**config.mk**
```make
export PLATFORM = sky130hd
export DESIGN_NAME = overtemp_alarm_ctrl_flat
export DESIGN_NICKNAME = d
export VERILOG_FILES = /design/src/rtl/ota_pkg.sv /design/src/rtl/overtemp_alarm_ctrl_if.sv /design/src/rtl/ota_run_counter.sv /design/src/rtl/overtemp_alarm_ctrl.sv /design/src/flat_wrapper.sv
export SDC_FILE = /design/constraint.sdc
export NUM_CORES = 1
export LEC_CHECK = 0
export ABC_CLOCK_PERIOD_IN_PS = 2150
export CAP_MARGIN = 25
export CELL_PAD_IN_SITES_DETAIL_PLACEMENT = 0
export CELL_PAD_IN_SITES_GLOBAL_PLACEMENT = 1
export CORE_MARGIN = 10
export CORE_UTILIZATION = 36
export DETAILED_ROUTE_END_ITERATION = 16
export HOLD_SLACK_MARGIN = 0.08
export PLACE_DENSITY_LB_ADDON = 0.1
export SLEW_MARGIN = 20
export SYNTH_ARGS = -nofsm -noshare
export SYNTH_HDL_FRONTEND = slang
export SYNTH_SLANG_ARGS = --single-unit
```
**constraint.sdc**
```tcl
create_clock -name clk -period 2.15 [get_ports clk]
set_input_delay 0.215 -clock clk [delete_from_list [all_inputs] [get_ports clk]]
set_output_delay 0.215 -clock clk [all_outputs]
set_load 0.005 [all_outputs]
```
**src/rtl/ota_pkg.sv**
```systemverilog
// rtl/ota_pkg.sv - shared types and widths for the over-temperature alarm controller
package ota_pkg;
   typedef enum logic [1:0] {IDLE, ARMING, ALARM, ACKED} ota_state_t;
   localparam int SENSOR_ID_W = 16;
   localparam int RUN_W       = 8;
endpackage

```
**src/rtl/overtemp_alarm_ctrl_if.sv**
```systemverilog
// rtl/overtemp_alarm_ctrl_if.sv - sample/ack inputs and alarm outputs of the alarm controller
interface overtemp_alarm_ctrl_if
   import ota_pkg::*;
#(
   parameter int CNT_W = 8
);
   logic                   sample_valid;
   logic                   over_temp;
   logic [SENSOR_ID_W-1:0] sensor_id;
   logic                   ack;
   logic                   alarm;
   logic [SENSOR_ID_W-1:0] alarm_id;
   logic                   irq;
   logic [CNT_W-1:0]       event_count;
   logic                   shutdown;

   modport master (
      output sample_valid, over_temp, sensor_id, ack,
      input  alarm, alarm_id, irq, event_count, shutdown
   );

   modport slave (
      input  sample_valid, over_temp, sensor_id, ack,
      output alarm, alarm_id, irq, event_count, shutdown
   );
endinterface

```
**src/rtl/ota_run_counter.sv**
```systemverilog
// rtl/ota_run_counter.sv - run-length counter with sync clear, enable and terminal compare
module ota_run_counter #(
   parameter int W = 8
) (
   input  logic         clk,
   input  logic         rstn,
   input  logic         clr,
   input  logic         en,
   input  logic [W-1:0] term,
   output logic         at_term
);
   logic [W-1:0] cnt;

   always_ff @(posedge clk) begin
      if (!rstn || clr) begin
         cnt <= '0;
      end else if (en) begin
         cnt <= cnt + W'(1);
      end
   end

   assign at_term = (cnt == term);
endmodule

```
**src/rtl/overtemp_alarm_ctrl.sv**
```systemverilog
// rtl/overtemp_alarm_ctrl.sv - debounced over-temperature alarm with ack, release run and event count
// Optional OTA_TIMEOUT_EN: escalate an unacknowledged alarm to a sticky shutdown request.
module overtemp_alarm_ctrl
   import ota_pkg::*;
#(
   parameter int ASSERT_CNT  = 4,
   parameter int CLEAR_CNT   = 8,
   parameter int CNT_W       = 8,
   parameter int TIMEOUT_CYC = 1000
) (
   input  logic                  clk,
   input  logic                  rstn,
   overtemp_alarm_ctrl_if.slave  bus
);
   if (ASSERT_CNT < 2 || ASSERT_CNT > 255 || CLEAR_CNT < 1 || CLEAR_CNT > 255 ||
       CNT_W < 1 || TIMEOUT_CYC < 2) begin : g_bad_param
      $error("overtemp_alarm_ctrl: parameter out of legal range");
   end

   ota_state_t             state;
   logic                   alarm_q;
   logic                   irq_q;
   logic [SENSOR_ID_W-1:0] alarm_id_q;
   logic [CNT_W-1:0]       event_count_q;
   logic                   hit_term;
   logic                   clr_term;

   logic acc_hot, acc_cool, enter_alarm;
   assign acc_hot     = bus.sample_valid &  bus.over_temp;
   assign acc_cool    = bus.sample_valid & ~bus.over_temp;
   assign enter_alarm = (state == ARMING) & acc_hot & hit_term;

   ota_run_counter #(.W(RUN_W)) u_hit (
      .clk     (clk),
      .rstn    (rstn),
      .clr     ((state == ARMING) & (acc_cool | (acc_hot & hit_term))),
      .en      (acc_hot & ((state == IDLE) | (state == ARMING))),
      .term    (RUN_W'(ASSERT_CNT - 1)),
      .at_term (hit_term)
   );

   // ack in ALARM clears the release run even if a cool sample arrives alongside it
   ota_run_counter #(.W(RUN_W)) u_clr (
      .clk     (clk),
      .rstn    (rstn),
      .clr     (((state == ALARM) & bus.ack) |
                ((state == ACKED) & (acc_hot | (acc_cool & clr_term)))),
      .en      ((state == ACKED) & acc_cool),
      .term    (RUN_W'(CLEAR_CNT - 1)),
      .at_term (clr_term)
   );

   always_ff @(posedge clk) begin
      if (!rstn) begin
         state         <= IDLE;
         alarm_q       <= 1'b0;
         irq_q         <= 1'b0;
         alarm_id_q    <= '0;
         event_count_q <= '0;
      end else begin
         irq_q <= 1'b0;
         case (state)
            IDLE: begin
               if (acc_hot) state <= ARMING;
            end
            ARMING: begin
               if (acc_cool) begin
                  state <= IDLE;
               end else if (enter_alarm) begin
                  state      <= ALARM;
                  alarm_q    <= 1'b1;
                  irq_q      <= 1'b1;
                  alarm_id_q <= bus.sensor_id;
                  if (event_count_q != '1) event_count_q <= event_count_q + CNT_W'(1);
               end
            end
            ALARM: begin
               if (bus.ack) state <= ACKED;
            end
            ACKED: begin
               if (acc_cool && clr_term) begin
                  state   <= IDLE;
                  alarm_q <= 1'b0;
               end
            end
            default: state <= IDLE;
         endcase
      end
   end

`ifdef OTA_TIMEOUT_EN
   localparam int TO_W = $clog2(TIMEOUT_CYC);
   localparam logic [TO_W-1:0] TO_LAST = TO_W'(TIMEOUT_CYC - 1);

   logic [TO_W-1:0] to_cnt;
   logic            shutdown_q;

   // counter parks at its last value once the request has been raised
   always_ff @(posedge clk) begin
      if (!rstn) begin
         to_cnt     <= '0;
         shutdown_q <= 1'b0;
      end else begin
         if (enter_alarm) begin
            to_cnt <= '0;
         end else if (state == ALARM && !bus.ack && to_cnt != TO_LAST) begin
            to_cnt <= to_cnt + TO_W'(1);
         end
         if (state == ALARM && !bus.ack && to_cnt == TO_LAST) shutdown_q <= 1'b1;
      end
   end

   assign bus.shutdown = shutdown_q;
`else
   assign bus.shutdown = 1'b0;
`endif

   assign bus.alarm       = alarm_q;
   assign bus.irq         = irq_q;
   assign bus.alarm_id    = alarm_id_q;
   assign bus.event_count = event_count_q;
endmodule

```
**src/flat_wrapper.sv**
```systemverilog
// flat-port wrapper written by rule: the top's interface ports become plain ports
module overtemp_alarm_ctrl_flat import ota_pkg::*;
#(
   parameter int ASSERT_CNT  = 4,
   parameter int CLEAR_CNT   = 8,
   parameter int CNT_W       = 8,
   parameter int TIMEOUT_CYC = 1000
)
  (clk, rstn, bus_sample_valid, bus_over_temp, bus_sensor_id, bus_ack, bus_alarm, bus_alarm_id, bus_irq, bus_event_count, bus_shutdown);
  overtemp_alarm_ctrl_if #(.CNT_W(CNT_W)) bus_i ();
  input  logic clk;
  input  logic rstn;
  input wire logic [$bits(bus_i.sample_valid)-1:0] bus_sample_valid;
  input wire logic [$bits(bus_i.over_temp)-1:0] bus_over_temp;
  input wire logic [$bits(bus_i.sensor_id)-1:0] bus_sensor_id;
  input wire logic [$bits(bus_i.ack)-1:0] bus_ack;
  output wire logic [$bits(bus_i.alarm)-1:0] bus_alarm;
  output wire logic [$bits(bus_i.alarm_id)-1:0] bus_alarm_id;
  output wire logic [$bits(bus_i.irq)-1:0] bus_irq;
  output wire logic [$bits(bus_i.event_count)-1:0] bus_event_count;
  output wire logic [$bits(bus_i.shutdown)-1:0] bus_shutdown;
  assign bus_i.sample_valid = bus_sample_valid;
  assign bus_i.over_temp = bus_over_temp;
  assign bus_i.sensor_id = bus_sensor_id;
  assign bus_i.ack = bus_ack;
  assign bus_alarm = bus_i.alarm;
  assign bus_alarm_id = bus_i.alarm_id;
  assign bus_irq = bus_i.irq;
  assign bus_event_count = bus_i.event_count;
  assign bus_shutdown = bus_i.shutdown;
  overtemp_alarm_ctrl #(.ASSERT_CNT(ASSERT_CNT), .CLEAR_CNT(CLEAR_CNT), .CNT_W(CNT_W), .TIMEOUT_CYC(TIMEOUT_CYC)) u_core (.clk(clk), .rstn(rstn), .bus(bus_i));
endmodule
```
==> run summary <==
====================================================================================
Top cells by area in the synthesized netlist                            sky130_fd_sc_hd__dfxtp_1, sky130_fd_sc_hd__nand2_1, sky130_fd_sc_hd__a21oi_1, sky130_fd_sc_hd__xor2_1, sky130_fd_sc_hd__nor2_1
Proportion of synthesized flip-flops having asynchronous set or reset             0%
Deepest clock path buffer count                                                    2
Routed len/inst                                                              13.4 um
Worst voltage drop across the vdd grid                                      0.365 mV
Setup repair after global routing missed its margin                            false
Overall die width                                                            93.5 um
Final total negative setup slack                                                0 ns
First drt pass iteration count                                                     4
Number of filler cells placed in the layout                                      508
Resized cells post-CTS                                                             0
Number of placement rows                                                          26
Leading cell type in the layout, fill and taps excluded                 sky130_fd_sc_hd__clkdlybuf4s50_1
Arrival time reported for the critical path endpoint                         2.15 ns
Total count of max-transition violations in the final report                       0
Xor-xnor portion of the synthesized cell area                                  6.31%
Via count of the first global-routing pass                                      1583
Global-route wire length before repair                                       7.86 mm
Leakage dissipation                                                      0.000916 uW
Commonest register cell after synthesis                                 sky130_fd_sc_hd__dfxtp_1
Number of vias after detailed routing                                           1679
Number of max-capacitance violations reported                                      0
Synthesized netlist net count                                                    247
Top Metal Used                                                                  met4
Most used cells in the layout excluding fill and tap cells              sky130_fd_sc_hd__clkdlybuf4s50_1, sky130_fd_sc_hd__dfxtp_1, sky130_fd_sc_hd__nand2_1
Residual DRC                                                                       0
Worst Skew                                                                0.00500 ns
Dominant combinational cell family by area after synthesis              simple AND/OR/NAND/NOR gates
Post-synthesis to final-layout area growth                                     35.6%
Share of the clock period used by the worst path after layout                  89.3%
Count of mapped cells out of synthesis                                           223
Number of synthesized register bits                                               44
Share of layout cells above drive strength 1                                   10.7%
Number of sinks driven by the clock tree                                          44
Antenna violations before repair                                                   0
Worst Path Max Fanout                                                             10
Placed cells                                                                     338
Detailed route wirelength on metal2                                          2.03 mm
Synth warn                                                                         0
Gr ovfl total                                                                      0
Worst EP required                                                            2.38 ns
Unique masters post-synth                                                         42
Worst-Skew Late Latency                                                      0.29 ns
Number of failing setup endpoints in the final timing report                       0
Area of the die                                                         0.00874 sq mm
Via density per instance                                                        4.78
Number of failing hold endpoints at the final stage                                0
Global Route Usage Sum                                                         11.0%
H-tree Lvls                                                                        2
Share of the synthesized area in compound gates (AO/OA/AOI/OAI)                12.4%
Maximum number of pins on one net before global-route repair                      26
Dominant cell type by area after synthesis                              sky130_fd_sc_hd__dfxtp_1
Kind of start point of the critical path                                        flop
Number of flops mapped to enable cells by yosys                                    0
Fin nets                                                                         305
Post-Route WL                                                                4.72 mm
CTS root buffer                                                         sky130_fd_sc_hd__clkbuf_8
Amount of wire on met3 after detailed routing                                 299 um
Number of buffer cells added on primary ports                                     46
Proportion of synthesized area in mux cells                                    2.06%
Utilization after layout                                                       50.9%
Synth top area share                                                           45.3%
Clock transition at the registers of the reported paths                      0.08 ns
Proportion of synthesized chip area in sequential cells                        45.3%
Die Height                                                                   93.5 um
Synthesized-area fraction occupied by adder cells                              1.93%
Routed metal-1 wirelength                                                    2.33 mm
Placeable core region                                                   0.00517 sq mm
Post-detailed-placement half-perimeter wirelength                            3.29 mm
Type of the worst setup path                                                 reg2reg
Top-level port count                                                              48
Synth Cell Area                                                         0.00194 sq mm
Global placer's final weighted congestion                                      0.720
Number of inserted diodes                                                          0
Hold/Removal Path Class                                                      reg2reg
Crit path capture type                                                          flop
Layout Cells excl Fill                                                           351
DR iter-0 viols                                                                   64
Mean post-synth cell area                                                 8.71 sq um
Final critical delay including setup and external delays                     1.92 ns
PD cells                                                                 532 mW/mm^2
TritonCTS Buffers                                                                  5
Clock tree from TritonCTS                                                       done
F_max                                                                        521 MHz
Starting density of the core                                                   37.6%
Number of nets with antenna violations after detailed routing                      0
Outcome                                                                 finished, final reports clean
Simple logic cell fraction of the synthesized area                             27.3%
====================================================================================
[repair_timing]
action | in CTS | in global routing
endpoints found under the setup margin | 0 | 1
hold buffers | 0 | 0
setup buffers | 0 | 6
[path summary, 6_finish.rpt]
path | start | to | slack, ns | cells after the start
min | u_core.bus.alarm_id[11] | u_core.bus.alarm_id[11] | 0.45 | 2
max | u_core.u_hit.cnt[0] | u_core.bus.event_count[6] | 0.23 | 6
min reg2reg | u_core.bus.alarm_id[11] | u_core.bus.alarm_id[11] | 0.45 | 2
max reg2reg | u_core.u_hit.cnt[0] | u_core.bus.event_count[6] | 0.23 | 6
[cell families after synthesis]
kind of cell             count (synthesis)
AO/OA/AOI/OAI                           39
XOR/XNOR                                14
adder cells (fa/ha/maj)                  3
buffers and inverters                   17
flip-flops                              44
multiplexers                             4
other                                    1
AND/OR/NAND/NOR                        101
[state kept, by name (all words and copies together), names as in the netlist, named ones only]
name,cells
u_core.bus.alarm_id,16
u_core.bus.event_count,8
u_core.u_clr.cnt,8
u_core.u_hit.cnt,8
u_core.bus.alarm,1
u_core.bus.irq,1
u_core.state,1
[power by group]
group,switching [uW],internal (uW)
Combinational,35.6,51.4
Sequential,6.26,818
Clock,270,221
[through the flow]
step                hold WS [ns]  instance area [sq um]  worst slack (ns)  total power [uW]
finish                     0.453                   2640             0.231              1400
floorplan                  0.351                   1940             0.449               876
global route               0.473                   2640            0.0854              1460
detailed placement         0.447                   2510             0.196               930
global placement           0.441                   2510             0.215               930
CTS                        0.456                   2590             0.213              1420
[area by class of cell]
type	instances	area, sq um	share of cell area, %
multi-input cells	162	975	37.0
inverters	3	11.3	0.427
repair buffers	65	603	22.9
well taps	70	87.6	3.32
clock inverters	1	5.00	0.190
flip-flops and latches	44	881	33.4
clock buffers	6	72.6	2.75
[routing by layer]
layer  global-route usage [%]  vias up
li1                         -      893
met2                     15.8       35
met4                     4.63        0
met5                        0        -
met3                     3.44        7
met1                     14.9      744
[worst max-delay path, stage by stage, from the launching register on]
cell	delay, ns
sky130_fd_sc_hd__dfxtp_1	0.39
sky130_fd_sc_hd__ha_1	0.20
sky130_fd_sc_hd__nor4b_4	0.29
sky130_fd_sc_hd__nand4_4	0.21
sky130_fd_sc_hd__buf_4	0.21
sky130_fd_sc_hd__or4_1	0.41
sky130_fd_sc_hd__a21oi_1	0.14
[synth_stat cells (2+ instances only)]
cell type,count
sky130_fd_sc_hd__a211oi_1,3
sky130_fd_sc_hd__a21oi_1,21
sky130_fd_sc_hd__a22oi_1,2
sky130_fd_sc_hd__and2_1,2
sky130_fd_sc_hd__and3_1,2
sky130_fd_sc_hd__and4_1,3
sky130_fd_sc_hd__and4b_1,2
sky130_fd_sc_hd__buf_2,7
sky130_fd_sc_hd__buf_4,2
sky130_fd_sc_hd__clkbuf_1,4
sky130_fd_sc_hd__dfxtp_1,44
sky130_fd_sc_hd__ha_1,3
sky130_fd_sc_hd__inv_1,2
sky130_fd_sc_hd__mux2i_1,4
sky130_fd_sc_hd__nand2_1,41
sky130_fd_sc_hd__nand2b_1,2
sky130_fd_sc_hd__nand3_1,10
sky130_fd_sc_hd__nand4_1,6
sky130_fd_sc_hd__nor2_1,21
sky130_fd_sc_hd__o21ai_0,3
sky130_fd_sc_hd__o31ai_1,3
sky130_fd_sc_hd__o41ai_1,2
sky130_fd_sc_hd__or4_1,3
sky130_fd_sc_hd__xnor2_1,2
sky130_fd_sc_hd__xor2_1,12
Power figures use the tool's default switching activity.
